### src/rtl/cla_pipelined_if.sv
// Operand/result bundle for the pipelined carry-lookahead adder.
// Names keep the adder's point of view: i* flow into the adder, o* flow out of it.
interface cla_pipelined_if #(
    parameter int ADDER_WIDTH = 32
);
    logic [ADDER_WIDTH-1:0] iA;
    logic [ADDER_WIDTH-1:0] iB;
    logic                   iCarry;
    logic                   iSub;
    logic                   iValid;
    logic                   oReady;
    logic [ADDER_WIDTH-1:0] oSum;
    logic                   oCarry;
    logic                   oOverflow;
    logic                   oValid;
    logic                   iReady;

    modport slave (
        input  iA, iB, iCarry, iSub, iValid, iReady,
        output oReady, oSum, oCarry, oOverflow, oValid
    );

    modport master (
        output iA, iB, iCarry, iSub, iValid, iReady,
        input  oReady, oSum, oCarry, oOverflow, oValid
    );
endinterface

### src/rtl/cla_pipelined.sv
// Pipelined add/subtract: one BLOCK_WIDTH-bit carry-lookahead slice per stage,
// upper operand slices skewed forward, finished sum slices carried along.
module cla_pipelined #(
    parameter int ADDER_WIDTH = 32,
    parameter int BLOCK_WIDTH = 8
) (
    input logic            iClk,
    input logic            iRst,
    cla_pipelined_if.slave bus
);
    localparam int BW_SAFE    = (BLOCK_WIDTH > 0) ? BLOCK_WIDTH : 1;
    localparam int NUM_STAGES = ADDER_WIDTH / BW_SAFE;

    if (BLOCK_WIDTH < 1 || (ADDER_WIDTH % BW_SAFE) != 0 || NUM_STAGES < 1) begin : g_bad_params
        $error("cla_pipelined: ADDER_WIDTH must be a positive multiple of BLOCK_WIDTH >= 1");
    end

    logic                   v_q [NUM_STAGES];
    logic [ADDER_WIDTH-1:0] a_q [NUM_STAGES];
    logic [ADDER_WIDTH-1:0] b_q [NUM_STAGES];
    logic [ADDER_WIDTH-1:0] s_q [NUM_STAGES];
    logic                   c_q [NUM_STAGES];
    logic                   ov_q;

    logic                   v_d [NUM_STAGES];
    logic [ADDER_WIDTH-1:0] a_d [NUM_STAGES];
    logic [ADDER_WIDTH-1:0] b_d [NUM_STAGES];
    logic [ADDER_WIDTH-1:0] s_d [NUM_STAGES];
    logic                   c_d [NUM_STAGES];
    logic                   ov_d;

    logic                   adv;

    // Handshake: an operation is taken on a rising edge with iValid && oReady,
    // a result leaves on a rising edge with oValid && iReady. The whole pipe
    // moves together whenever the output slot is empty or being drained.
    assign adv        = ~v_q[NUM_STAGES-1] | bus.iReady;
    assign bus.oReady = adv;

    for (genvar k = 0; k < NUM_STAGES; k++) begin : g_stage
        logic [ADDER_WIDTH-1:0] in_a;
        logic [ADDER_WIDTH-1:0] in_b;
        logic [ADDER_WIDTH-1:0] in_s;
        logic                   in_c;
        logic                   in_v;
        logic [BW_SAFE-1:0]     blk_a;
        logic [BW_SAFE-1:0]     blk_b;
        logic [BW_SAFE-1:0]     blk_g;
        logic [BW_SAFE-1:0]     blk_p;
        logic [BW_SAFE:0]       blk_c;

        if (k == 0) begin : g_head
            // Subtraction folds into addition of the inverted operand.
            assign in_a = bus.iA;
            assign in_b = bus.iB ^ {ADDER_WIDTH{bus.iSub}};
            assign in_c = bus.iCarry ^ bus.iSub;
            assign in_s = '0;
            assign in_v = bus.iValid;
        end else begin : g_body
            assign in_a = a_q[k-1];
            assign in_b = b_q[k-1];
            assign in_c = c_q[k-1];
            assign in_s = s_q[k-1];
            assign in_v = v_q[k-1];
        end

        assign blk_a = BW_SAFE'(in_a >> (k * BW_SAFE));
        assign blk_b = BW_SAFE'(in_b >> (k * BW_SAFE));
        assign blk_g = blk_a & blk_b;
        assign blk_p = blk_a ^ blk_b;

        always_comb begin
            blk_c[0] = in_c;
            for (int i = 0; i < BW_SAFE; i++) begin
                blk_c[i+1] = blk_g[i] | (blk_p[i] & blk_c[i]);
            end
        end

        assign v_d[k] = in_v;
        assign a_d[k] = in_a;
        assign b_d[k] = in_b;
        assign c_d[k] = blk_c[BW_SAFE];
        assign s_d[k] = in_s | (ADDER_WIDTH'(blk_p ^ blk_c[BW_SAFE-1:0]) << (k * BW_SAFE));

        if (k == NUM_STAGES - 1) begin : g_tail
            assign ov_d = blk_c[BW_SAFE] ^ blk_c[BW_SAFE-1];
        end
    end

    always_ff @(posedge iClk) begin
        if (iRst) begin
            for (int k = 0; k < NUM_STAGES; k++) begin
                v_q[k] <= 1'b0;
                a_q[k] <= '0;
                b_q[k] <= '0;
                s_q[k] <= '0;
                c_q[k] <= 1'b0;
            end
            ov_q <= 1'b0;
        end else if (adv) begin
            for (int k = 0; k < NUM_STAGES; k++) begin
                v_q[k] <= v_d[k];
                a_q[k] <= a_d[k];
                b_q[k] <= b_d[k];
                s_q[k] <= s_d[k];
                c_q[k] <= c_d[k];
            end
            ov_q <= ov_d;
        end
    end

    assign bus.oValid    = v_q[NUM_STAGES-1];
    assign bus.oSum      = s_q[NUM_STAGES-1];
    assign bus.oCarry    = c_q[NUM_STAGES-1];
    assign bus.oOverflow = ov_q;
endmodule

### src/flat_wrapper.sv
// flat-port wrapper written by rule: the top's interface ports become plain ports
module cla_pipelined_flat 
#(
    parameter int ADDER_WIDTH = 32,
    parameter int BLOCK_WIDTH = 8
)
  (iClk, iRst, bus_iA, bus_iB, bus_iCarry, bus_iSub, bus_iValid, bus_iReady, bus_oReady, bus_oSum, bus_oCarry, bus_oOverflow, bus_oValid);
  cla_pipelined_if #(.ADDER_WIDTH(ADDER_WIDTH)) bus_i ();
  input logic iClk;
  input logic iRst;
  input wire logic [$bits(bus_i.iA)-1:0] bus_iA;
  input wire logic [$bits(bus_i.iB)-1:0] bus_iB;
  input wire logic [$bits(bus_i.iCarry)-1:0] bus_iCarry;
  input wire logic [$bits(bus_i.iSub)-1:0] bus_iSub;
  input wire logic [$bits(bus_i.iValid)-1:0] bus_iValid;
  input wire logic [$bits(bus_i.iReady)-1:0] bus_iReady;
  output wire logic [$bits(bus_i.oReady)-1:0] bus_oReady;
  output wire logic [$bits(bus_i.oSum)-1:0] bus_oSum;
  output wire logic [$bits(bus_i.oCarry)-1:0] bus_oCarry;
  output wire logic [$bits(bus_i.oOverflow)-1:0] bus_oOverflow;
  output wire logic [$bits(bus_i.oValid)-1:0] bus_oValid;
  assign bus_i.iA = bus_iA;
  assign bus_i.iB = bus_iB;
  assign bus_i.iCarry = bus_iCarry;
  assign bus_i.iSub = bus_iSub;
  assign bus_i.iValid = bus_iValid;
  assign bus_i.iReady = bus_iReady;
  assign bus_oReady = bus_i.oReady;
  assign bus_oSum = bus_i.oSum;
  assign bus_oCarry = bus_i.oCarry;
  assign bus_oOverflow = bus_i.oOverflow;
  assign bus_oValid = bus_i.oValid;
  cla_pipelined #(.ADDER_WIDTH(ADDER_WIDTH), .BLOCK_WIDTH(BLOCK_WIDTH)) u_core (.iClk(iClk), .iRst(iRst), .bus(bus_i));
endmodule
### config.mk
export PLATFORM = sky130hd
export DESIGN_NAME = cla_pipelined_flat
export DESIGN_NICKNAME = d
export VERILOG_FILES = /design/src/rtl/cla_pipelined_if.sv /design/src/rtl/cla_pipelined.sv /design/src/flat_wrapper.sv
export SDC_FILE = /design/constraint.sdc
export NUM_CORES = 1
export LEC_CHECK = 0
export BUFFER_PORTS_ARGS = -buffer_cell sky130_fd_sc_hd__buf_2
export CELL_PAD_IN_SITES_DETAIL_PLACEMENT = 1
export CELL_PAD_IN_SITES_GLOBAL_PLACEMENT = 1
export CORE_MARGIN = 4
export CORE_UTILIZATION = 25
export CTS_BUF_LIST = sky130_fd_sc_hd__clkbuf_8
export CTS_CLUSTER_DIAMETER = 200
export CTS_CLUSTER_SIZE = 10
export DETAILED_ROUTE_END_ITERATION = 7
export PLACE_DENSITY = 0.51
export SYNTH_ARGS = -nofsm -noshare
export SYNTH_HDL_FRONTEND = slang
export SYNTH_SLANG_ARGS = --single-unit
### constraint.sdc
create_clock -name iClk -period 17.3 [get_ports iClk]
set_input_delay 0.865 -clock iClk [delete_from_list [all_inputs] [get_ports iClk]]
set_output_delay 0.865 -clock iClk [all_outputs]
set_load 0.03 [all_outputs]
==> flow_summary.json, run 1 <==
{
  "status": "complete, no violations",
  "cp-start-kind": "primary input",
  "seqPwrFrac": 0.586,
  "final-hold-violation-count": 0,
  "dp_hpwl_um": 9460,
  "power.leakage_nw": 3.90,
  "wl_um": 16000,
  "grt_max_degree": 172,
  "timing.final.crit_share": 0.280,
  "placed_area_um2": 9710,
  "power_density_nw_per_um2": 91.1,
  "synth_compound_area_frac": 0.000846,
  "final_nets": 698,
  "cts_sinks": 185,
  "via_per_inst": 4.02,
  "synth_top_family_by_area": "simple AND/OR/NAND/NOR gates",
  "crit_family": "adder cells",
  "syn_nets": 614,
  "cts_tree": "built",
  "worst-r2r-setup-slack_ns": 12.83,
  "portBuffers": 105,
  "synth.most_common_cell": "edfxtp_1",
  "final_cells": 1063,
  "postRouteAntennaNets": 0,
  "cts_setup_buffers": 0,
  "yosys_warnings": 0,
  "synthAdderAreaFrac": 0.0722,
  "grt_pass1_wl_um": 25800,
  "power_switching_mw": 0.228,
  "period_needed_ns": 4.84,
  "initial_core_util": 0.255,
  "wl_met3_um": 548,
  "max_slew_margin": 0.279,
  "grtUsageTotal": 0.0846,
  "synthXorXnorAreaFrac": 0.0335,
  "die_width_um": 196,
  "cpMaxStageDelayCell": "buf_4",
  "core_um2": 34800,
  "final-setup-viol-count": 0,
  "switching_share": 0.249,
  "h-tree-depth": 4,
  "netlist_area_um2": 8880,
  "muxShareOfSynthArea": 0,
  "cts.clk_slew.worst_paths_ns": 0.10,
  "drv_cap": 0,
  "cp_cell_sequence": "buf_2, buf_4, xnor2_1, fa_1, fa_1, fa_1, fa_1, fa_1, fa_1, fa_1, inv_1, fa_1, nor3b_1",
  "finalHoldWorstSlack_ns": 0.569,
  "cts_root_buf": "clkbuf_8",
  "endpoint_kind": "flop",
  "clock_path_buffers": 2,
  "cp_num_buf_inv": 3,
  "antenna_found_initial": 0,
  "p_total_mw": 0.918,
  "synth-simple-area-share": 0.218,
  "wl_met2_um": 8190,
  "via_count": 4273,
  "crit_top_cell": "fa_1",
  "tightest_slew_ns": 1.08,
  "dp_worst_setup_slack_ns": 11.89,
  "final_layout_size_suffix_gt1_frac": 0.446,
  "cp_max_fo": 33,
  "grt-ovfl-total": 0,
  "synth.top_cells.by_count": "184 x edfxtp_1, 110 x nor3b_2, 37 x nor3b_1",
  "synth-edff-count": 184,
  "crit_type": "in -> reg",
  "rows": 68,
  "wl_per_cell_um": 15.0,
  "nFillCells": 3655,
  "synth_ff_type": "edfxtp_1",
  "vdd_drop_max_v": 0.0000406,
  "place_congestion": 0.681,
  "required_ns": 17.48,
  "ctsHoldBuffers": 0,
  "tns_ns": 0,
  "slowest_delay_ns": 0.48,
  "cts_resized": 0,
  "fin_util": 0.290,
  "skew_ns": 0.0177,
  "io_pins": 106,
  "synth_top_cell_area_share": 0.622,
  "yosys.area.top_type": "edfxtp_1",
  "power_frac_clock": 0.311,
  "synth_cell_types": 19,
  "synth_area_leaders": "edfxtp_1 62%, nor3b_2 16%, fa_1 7.2%, xnor2_1 3.3%, nor3b_1 3.1%",
  "syn_area_per_cell_um2": 17.3,
  "ys_ff_latch": 185,
  "synthToLayoutAreaGrowth_pct": 13.5,
  "fin_area_um2": 10100,
  "drv_slew": 0,
  "dr.max_layer_used": "met4",
  "power_frac_comb": 0.104,
  "seq_area_frac_synth": 0.625,
  "die_area_um2": 38600,
  "drtIter0Drc": 222,
  "rsz0062_at_grt": "no",
  "cts_buffers": 17,
  "synthArstFlopShare": 0,
  "grt_pass1_vias": 4779,
  "fmax_mhz": 206,
  "dp_cells": 1032,
  "regArea_um2": 5550,
  "syn-instance-count": 512,
  "num_antenna_cells": 0,
  "multi_input_area_um2": 2900,
  "arrival_ns": 5.03,
  "setup_slack_ns": 12.46,
  "clock_latency_ns": 0.47,
  "dieHeight_um": 196,
  "dr.pass1.iters": 4,
  "drc": 0,
  "met1Wirelength_um": 6970,
  "hp-class": "reg -> reg",
  "internal_power_mw": 0.690
}
-- sequential cells by signal, indices dropped and copies added, names as in the netlist --
register              cells
u_core.a_q               48
u_core.b_q               48
u_core.bus.oOverflow      1
u_core.c_q                4
u_core.s_q               80
u_core.v_q                4
-- final timing paths --
check,depth (start not counted),endpoint,startpoint
min,1,u_core.b_q[0][54]$_SDFFCE_PN0P_,u_core.b_q[0][22]$_SDFFCE_PN0P_
max reg2reg,11,u_core.s_q[3][31]$_SDFFCE_PN0P_,u_core.c_q[0][2]$_SDFFCE_PN0P_
min reg2reg,1,u_core.b_q[0][54]$_SDFFCE_PN0P_,u_core.b_q[0][22]$_SDFFCE_PN0P_
max,13,u_core.s_q[0][7]$_SDFFCE_PN0P_,bus_iSub
-- final cells by class --
class	instances	share of cell area
Clock inverter	14	0.0137
Multi-Input combinational cell	254	0.288
Clock buffer	17	0.0232
Tap cell	455	0.0565
Sequential cell	185	0.550
Inverter	27	0.0101
Timing Repair Buffer	111	0.0588
-- metal layers --
layer | GRT usage | vias to the layer above
li1 | - | 2016
met1 | 0.105 | 2187
met2 | 0.142 | 59
met3 | 0.0231 | 11
met4 | 0.0318 | 0
met5 | 0 | -
-- layout by cell type (no fill, tap or decap), drive strengths merged --
cell type    n
bufinv       1
nand2b       1
edfxtp     184
a211oi       1
clkbuf      17
clkinvlp     4
nor3        38
buf        111
clkinv       3
nor2b        1
nor3b      147
xor2         1
inv         33
dfxtp        1
xnor2       33
fa          32
-- power by group through the flow --
stage	Combinational (mW)	Clock, mW	Sequential (mW)
2_1_floorplan	0.0631	0	0.555
3_3_place_gp	0.0955	0	0.547
3_5_place_dp	0.0980	0	0.549
4_1_cts	0.0987	0.302	0.539
5_1_grt	0.107	0.319	0.541
6_report	0.0952	0.285	0.538
-- cells by family after synthesis --
kind of cell               Yosys count
AOI/OAI and AO/OA                    1
DFF                                185
and+or+nand+nor                    187
buffers and inverters               73
adders and majority gates           32
xor gates and xnor gates            34
(Power assumes the default switching activity.)
==> run 2: changes to the inputs <==
- PLACE_DENSITY: 0.51 -> 0.53
- clock period: 17.3 -> 4.2 ns (I/O delays scaled with it)
==> flow_summary.json, run 2 (synthesis gave the netlist of run 1 again) <==
{
  "status": "complete, no violations",
  "max_slew_margin": 0.366,
  "p_total_mw": 3.92,
  "cts_root_buf": "clkbuf_8",
  "cp_max_fo": 1,
  "cpMaxStageDelayCell": "fa_1",
  "grt-ovfl-total": 0,
  "cp_cell_sequence": "inv_1, fa_1, inv_1, fa_1, fa_2, fa_2, fa_2, fa_2, fa_1, inv_1, fa_1, nor3_2",
  "rows": 68,
  "regMostFlops": "u_core.s_q",
  "num_antenna_cells": 0,
  "final_common_cell": "edfxtp_1",
  "drv_cap": 0,
  "wl_um": 16600,
  "cts_tree": "built",
  "via_per_inst": 4.00,
  "arrival_ns": 4.35,
  "wl_per_cell_um": 15.6,
  "top_regs": "u_core.s_q: 80 flops, u_core.a_q: 48 flops, u_core.b_q: 48 flops",
  "dp_worst_setup_slack_ns": -0.152,
  "rr_startpoint": "u_core.b_q[0][48]$_SDFFCE_PN0P_",
  "slowest_delay_ns": 0.45,
  "cts_sinks": 185,
  "crit_type": "reg -> reg",
  "min_path_cells": 2,
  "dr.pass1.iters": 4,
  "drc": 0,
  "required_ns": 4.51,
  "setup_slack_ns": 0.167,
  "drtIter0Drc": 207,
  "largest_register_ffs": 80,
  "cp_num_buf_inv": 3,
  "nFillCells": 3633,
  "grt_pass1_vias": 4966,
  "endpoint_kind": "flop",
  "place_congestion": 0.673,
  "min_from": "bus_iA[14]",
  "vdd_drop_max_v": 0.000186,
  "die_area_um2": 38600,
  "skew_ns": 0.0257,
  "dp_hpwl_um": 9590,
  "core_um2": 34800,
  "final-setup-viol-count": 0,
  "tightest_slew_ns": 0.951,
  "crit_family": "adder cells",
  "reg2reg_depth": 12,
  "timing.final.crit_share": 0.960,
  "final_nets": 699,
  "portBuffers": 105,
  "h-tree-depth": 4,
  "period_needed_ns": 4.03,
  "power_density_nw_per_um2": 384,
  "cp-start-kind": "flop",
  "die_width_um": 196,
  "clock_path_buffers": 2,
  "grtUsageTotal": 0.0874,
  "synthToLayoutAreaGrowth_pct": 14.9,
  "power.leakage_nw": 3.91,
  "grt_pass1_wl_um": 26600,
  "finalHoldWorstSlack_ns": 0.0691,
  "hp-class": "in -> reg",
  "via_count": 4261,
  "ctsHoldBuffers": 0,
  "cts.clk_slew.worst_paths_ns": 0.12,
  "io_pins": 106,
  "initial_core_util": 0.255,
  "layout_common_cells": "184 x edfxtp_1, 110 x nor3b_2, 104 x buf_2",
  "postRouteAntennaNets": 0,
  "rsz0062_at_grt": "no",
  "cts_setup_buffers": 0,
  "final-hold-violation-count": 0,
  "crit_start": "u_core.b_q[0][48]$_SDFFCE_PN0P_",
  "final_layout_size_suffix_gt1_frac": 0.471,
  "crit_cells": 12,
  "drv_slew": 0,
  "fmax_mhz": 248,
  "final_cells": 1064,
  "antenna_found_initial": 1,
  "clock_latency_ns": 0.46,
  "grt_max_degree": 130,
  "dieHeight_um": 196,
  "dp_cells": 1033,
  "cts_buffers": 17
}
-- run 2: cell count changes in the layout (fill, tap and decap cells not counted), moves of 2 or more --
cell and change:
fa_1 -14, fa_2 +14, buf_12 +2, bufinv_16 +2, clkinvlp_4 -2, inv_6 +2
-- run 2: timing repair --
action,CTS,global route
endpoints found under the setup margin,5,5
pin swaps,0,2
resized for setup,9,5
-- run 2: metrics by stage --
step                      area (µm²)  setup TNS, ns   util
after CTS                      10200              0  0.293
after global placement          9740         -0.421  0.280
after floorplan                 8880              0      -
after detailed placement        9740         -0.599  0.280
final                          10200              0  0.293
after global routing           10200              0  0.293
-- run 2: final timing paths --
kind | end | slack (ns)
worst max-delay path | u_core.s_q[2][23]$_SDFFCE_PN0P_ | 0.17
worst min-delay path | u_core.a_q[0][14]$_SDFFCE_PN0P_ | 0.07
worst max register to register | u_core.s_q[2][23]$_SDFFCE_PN0P_ | 0.17
worst min register to register | u_core.b_q[0][91]$_SDFFCE_PN0P_ | 0.57
-- run 2: power by group --
group	internal, mW	switching, mW	total (mW)
combinational	0.188	0.210	0.398
sequential	2.18	0.0393	2.22
clock	0.602	0.703	1.31
total	2.97	0.952	3.92
-- run 2: cell type report --
type	instances	area, µm²	area share
clock buffers	17	234	0.0229
clock inverters	14	184	0.0180
inverters	27	101	0.00994
multi-input cells	254	2940	0.288
flip-flops and latches	185	5550	0.544
well taps	455	569	0.0558
repair buffers	112	626	0.0613
-- run 2: layer usage --
| metal | global-route usage | wire [µm] |
|---|---|---|
| met5 | 0 | 13 |
| met4 | 0.0310 | 224 |
| met3 | 0.0191 | 427 |
| met2 | 0.153 | 8700 |
| met1 | 0.106 | 7190 |
==> run 3: changes to the inputs <==
- REMOVE_ABC_BUFFERS: not set -> 1
==> flow_summary.json, run 3 (synthesis gave the netlist of run 1 again) <==
{
  "status": "complete, no violations",
  "required_ns": 4.51,
  "crit_type": "reg -> reg",
  "p_total_mw": 3.80,
  "cp-start-kind": "flop",
  "grt_max_degree": 122,
  "fin_util": 0.294,
  "final-hold-violation-count": 0,
  "power.leakage_nw": 3.95,
  "grt_pass1_wl_um": 26800,
  "h-tree-depth": 4,
  "num_antenna_cells": 0,
  "cts_tree": "built",
  "dp_cells": 1038,
  "cp_num_buf_inv": 3,
  "postRouteAntennaNets": 0,
  "hp-class": "in -> reg",
  "wl_met2_um": 7750,
  "io_pins": 106,
  "cts_setup_buffers": 0,
  "dp_worst_setup_slack_ns": -0.303,
  "final_cells": 1074,
  "clock_latency_ns": 0.48,
  "die_width_um": 196,
  "drtIter0Drc": 222,
  "placed_area_um2": 9780,
  "synthToLayoutAreaGrowth_pct": 15.3,
  "drv_slew": 0,
  "grtUsageTotal": 0.0884,
  "crit_family": "adder cells",
  "layout_common_cells": "184 x edfxtp_1, 110 x nor3b_2, 104 x buf_2",
  "largest_register_ffs": 80,
  "place_congestion": 0.704,
  "rsz0062_at_grt": "no",
  "vdd_drop_max_v": 0.000187,
  "fmax_mhz": 248,
  "die_area_um2": 38600,
  "timing.final.crit_share": 0.959,
  "top_regs": "u_core.s_q: 80 flops, u_core.a_q: 48 flops, u_core.b_q: 48 flops",
  "core_um2": 34800,
  "arrival_ns": 4.34,
  "grt_pass1_vias": 4962,
  "cts.clk_slew.worst_paths_ns": 0.10,
  "slowest_delay_ns": 0.46,
  "max_slew_margin": 0.417,
  "regMostFlops": "u_core.s_q",
  "grt-ovfl-total": 0,
  "antenna_found_initial": 1,
  "cpMaxStageDelayCell": "fa_1",
  "wl_per_cell_um": 15.2,
  "cts_buffers": 17,
  "power_density_nw_per_um2": 372,
  "wl_met3_um": 788,
  "endpoint_kind": "flop",
  "final_common_cell": "edfxtp_1",
  "final_nets": 708,
  "cp_cell_sequence": "inv_1, fa_1, inv_1, fa_1, fa_2, fa_2, fa_2, fa_2, fa_1, inv_1, fa_1, nor3_1",
  "final-setup-viol-count": 0,
  "dp_hpwl_um": 9890,
  "wl_um": 16300,
  "setup_slack_ns": 0.174,
  "cp_max_fo": 1,
  "skew_ns": 0.0135,
  "fin_area_um2": 10200,
  "drv_cap": 0,
  "drc": 0,
  "period_needed_ns": 4.03,
  "tns_ns": 0,
  "rows": 68,
  "via_per_inst": 4.07,
  "finalHoldWorstSlack_ns": 0.0596,
  "cts_root_buf": "clkbuf_8",
  "tightest_slew_ns": 0.875,
  "clock_path_buffers": 2,
  "met1Wirelength_um": 7580,
  "dieHeight_um": 196,
  "portBuffers": 105,
  "dr.pass1.iters": 4,
  "dr.max_layer_used": "met5",
  "cts_sinks": 185,
  "final_layout_size_suffix_gt1_frac": 0.472,
  "via_count": 4366,
  "initial_core_util": 0.255
}
[run 3: worst reg2reg max path: cells and delay by family (launching register included)]
family	cells	cell delay (ns)
simple gates	1	0.19
buf+inv	3	0.21
flops	1	0.38
fa+ha+maj	8	3.08
[run 3: final cells by class]
class	instances	area, µm²
fillers	3637	24600
inverters	27	101
well taps	455	569
multi-input cells	254	2940
repair buffers	121	703
clock buffers	17	234
flip-flops and latches	185	5550
clock inverters	15	141
[run 3: worst paths after layout]
kind                                   from                         endpoint  slack, ns  depth (start not counted)
max          u_core.b_q[0][8]$_SDFFCE_PN0P_  u_core.s_q[1][15]$_SDFFCE_PN0P_       0.17                         12
min                               bus_iA[9]   u_core.a_q[0][9]$_SDFFCE_PN0P_       0.06                          2
max reg2reg  u_core.b_q[0][8]$_SDFFCE_PN0P_  u_core.s_q[1][15]$_SDFFCE_PN0P_       0.17                         12
min reg2reg  u_core.s_q[2][6]$_SDFFCE_PN0P_   u_core.s_q[3][6]$_SDFFCE_PN0P_       0.57                          1
[run 3: report_power, final]
group / leakage (nW) / switching (mW) / internal, mW
Clock: 0.197 / 0.703 / 0.485
Sequential: 2.19 / 0.0376 / 2.18
Combinational: 1.56 / 0.209 / 0.191
Total: 3.95 / 0.949 / 2.85
[run 3: timing repair]
| item | 4_1_cts | 5_1_grt |
|---|---|---|
| gates resized for setup | 10 | 5 |
| hold endpoints to repair | 4 | 0 |
| pin swaps | 1 | 2 |
| setup endpoints to repair | 6 | 5 |
| hold buffers | 4 | 0 |
[run 3: routing by layer]
layer | vias up | track usage
met5 | - | 0
met2 | 84 | 0.138
li1 | 2041 | -
met3 | 14 | 0.0309
met1 | 2225 | 0.117
met4 | 2 | 0.0264
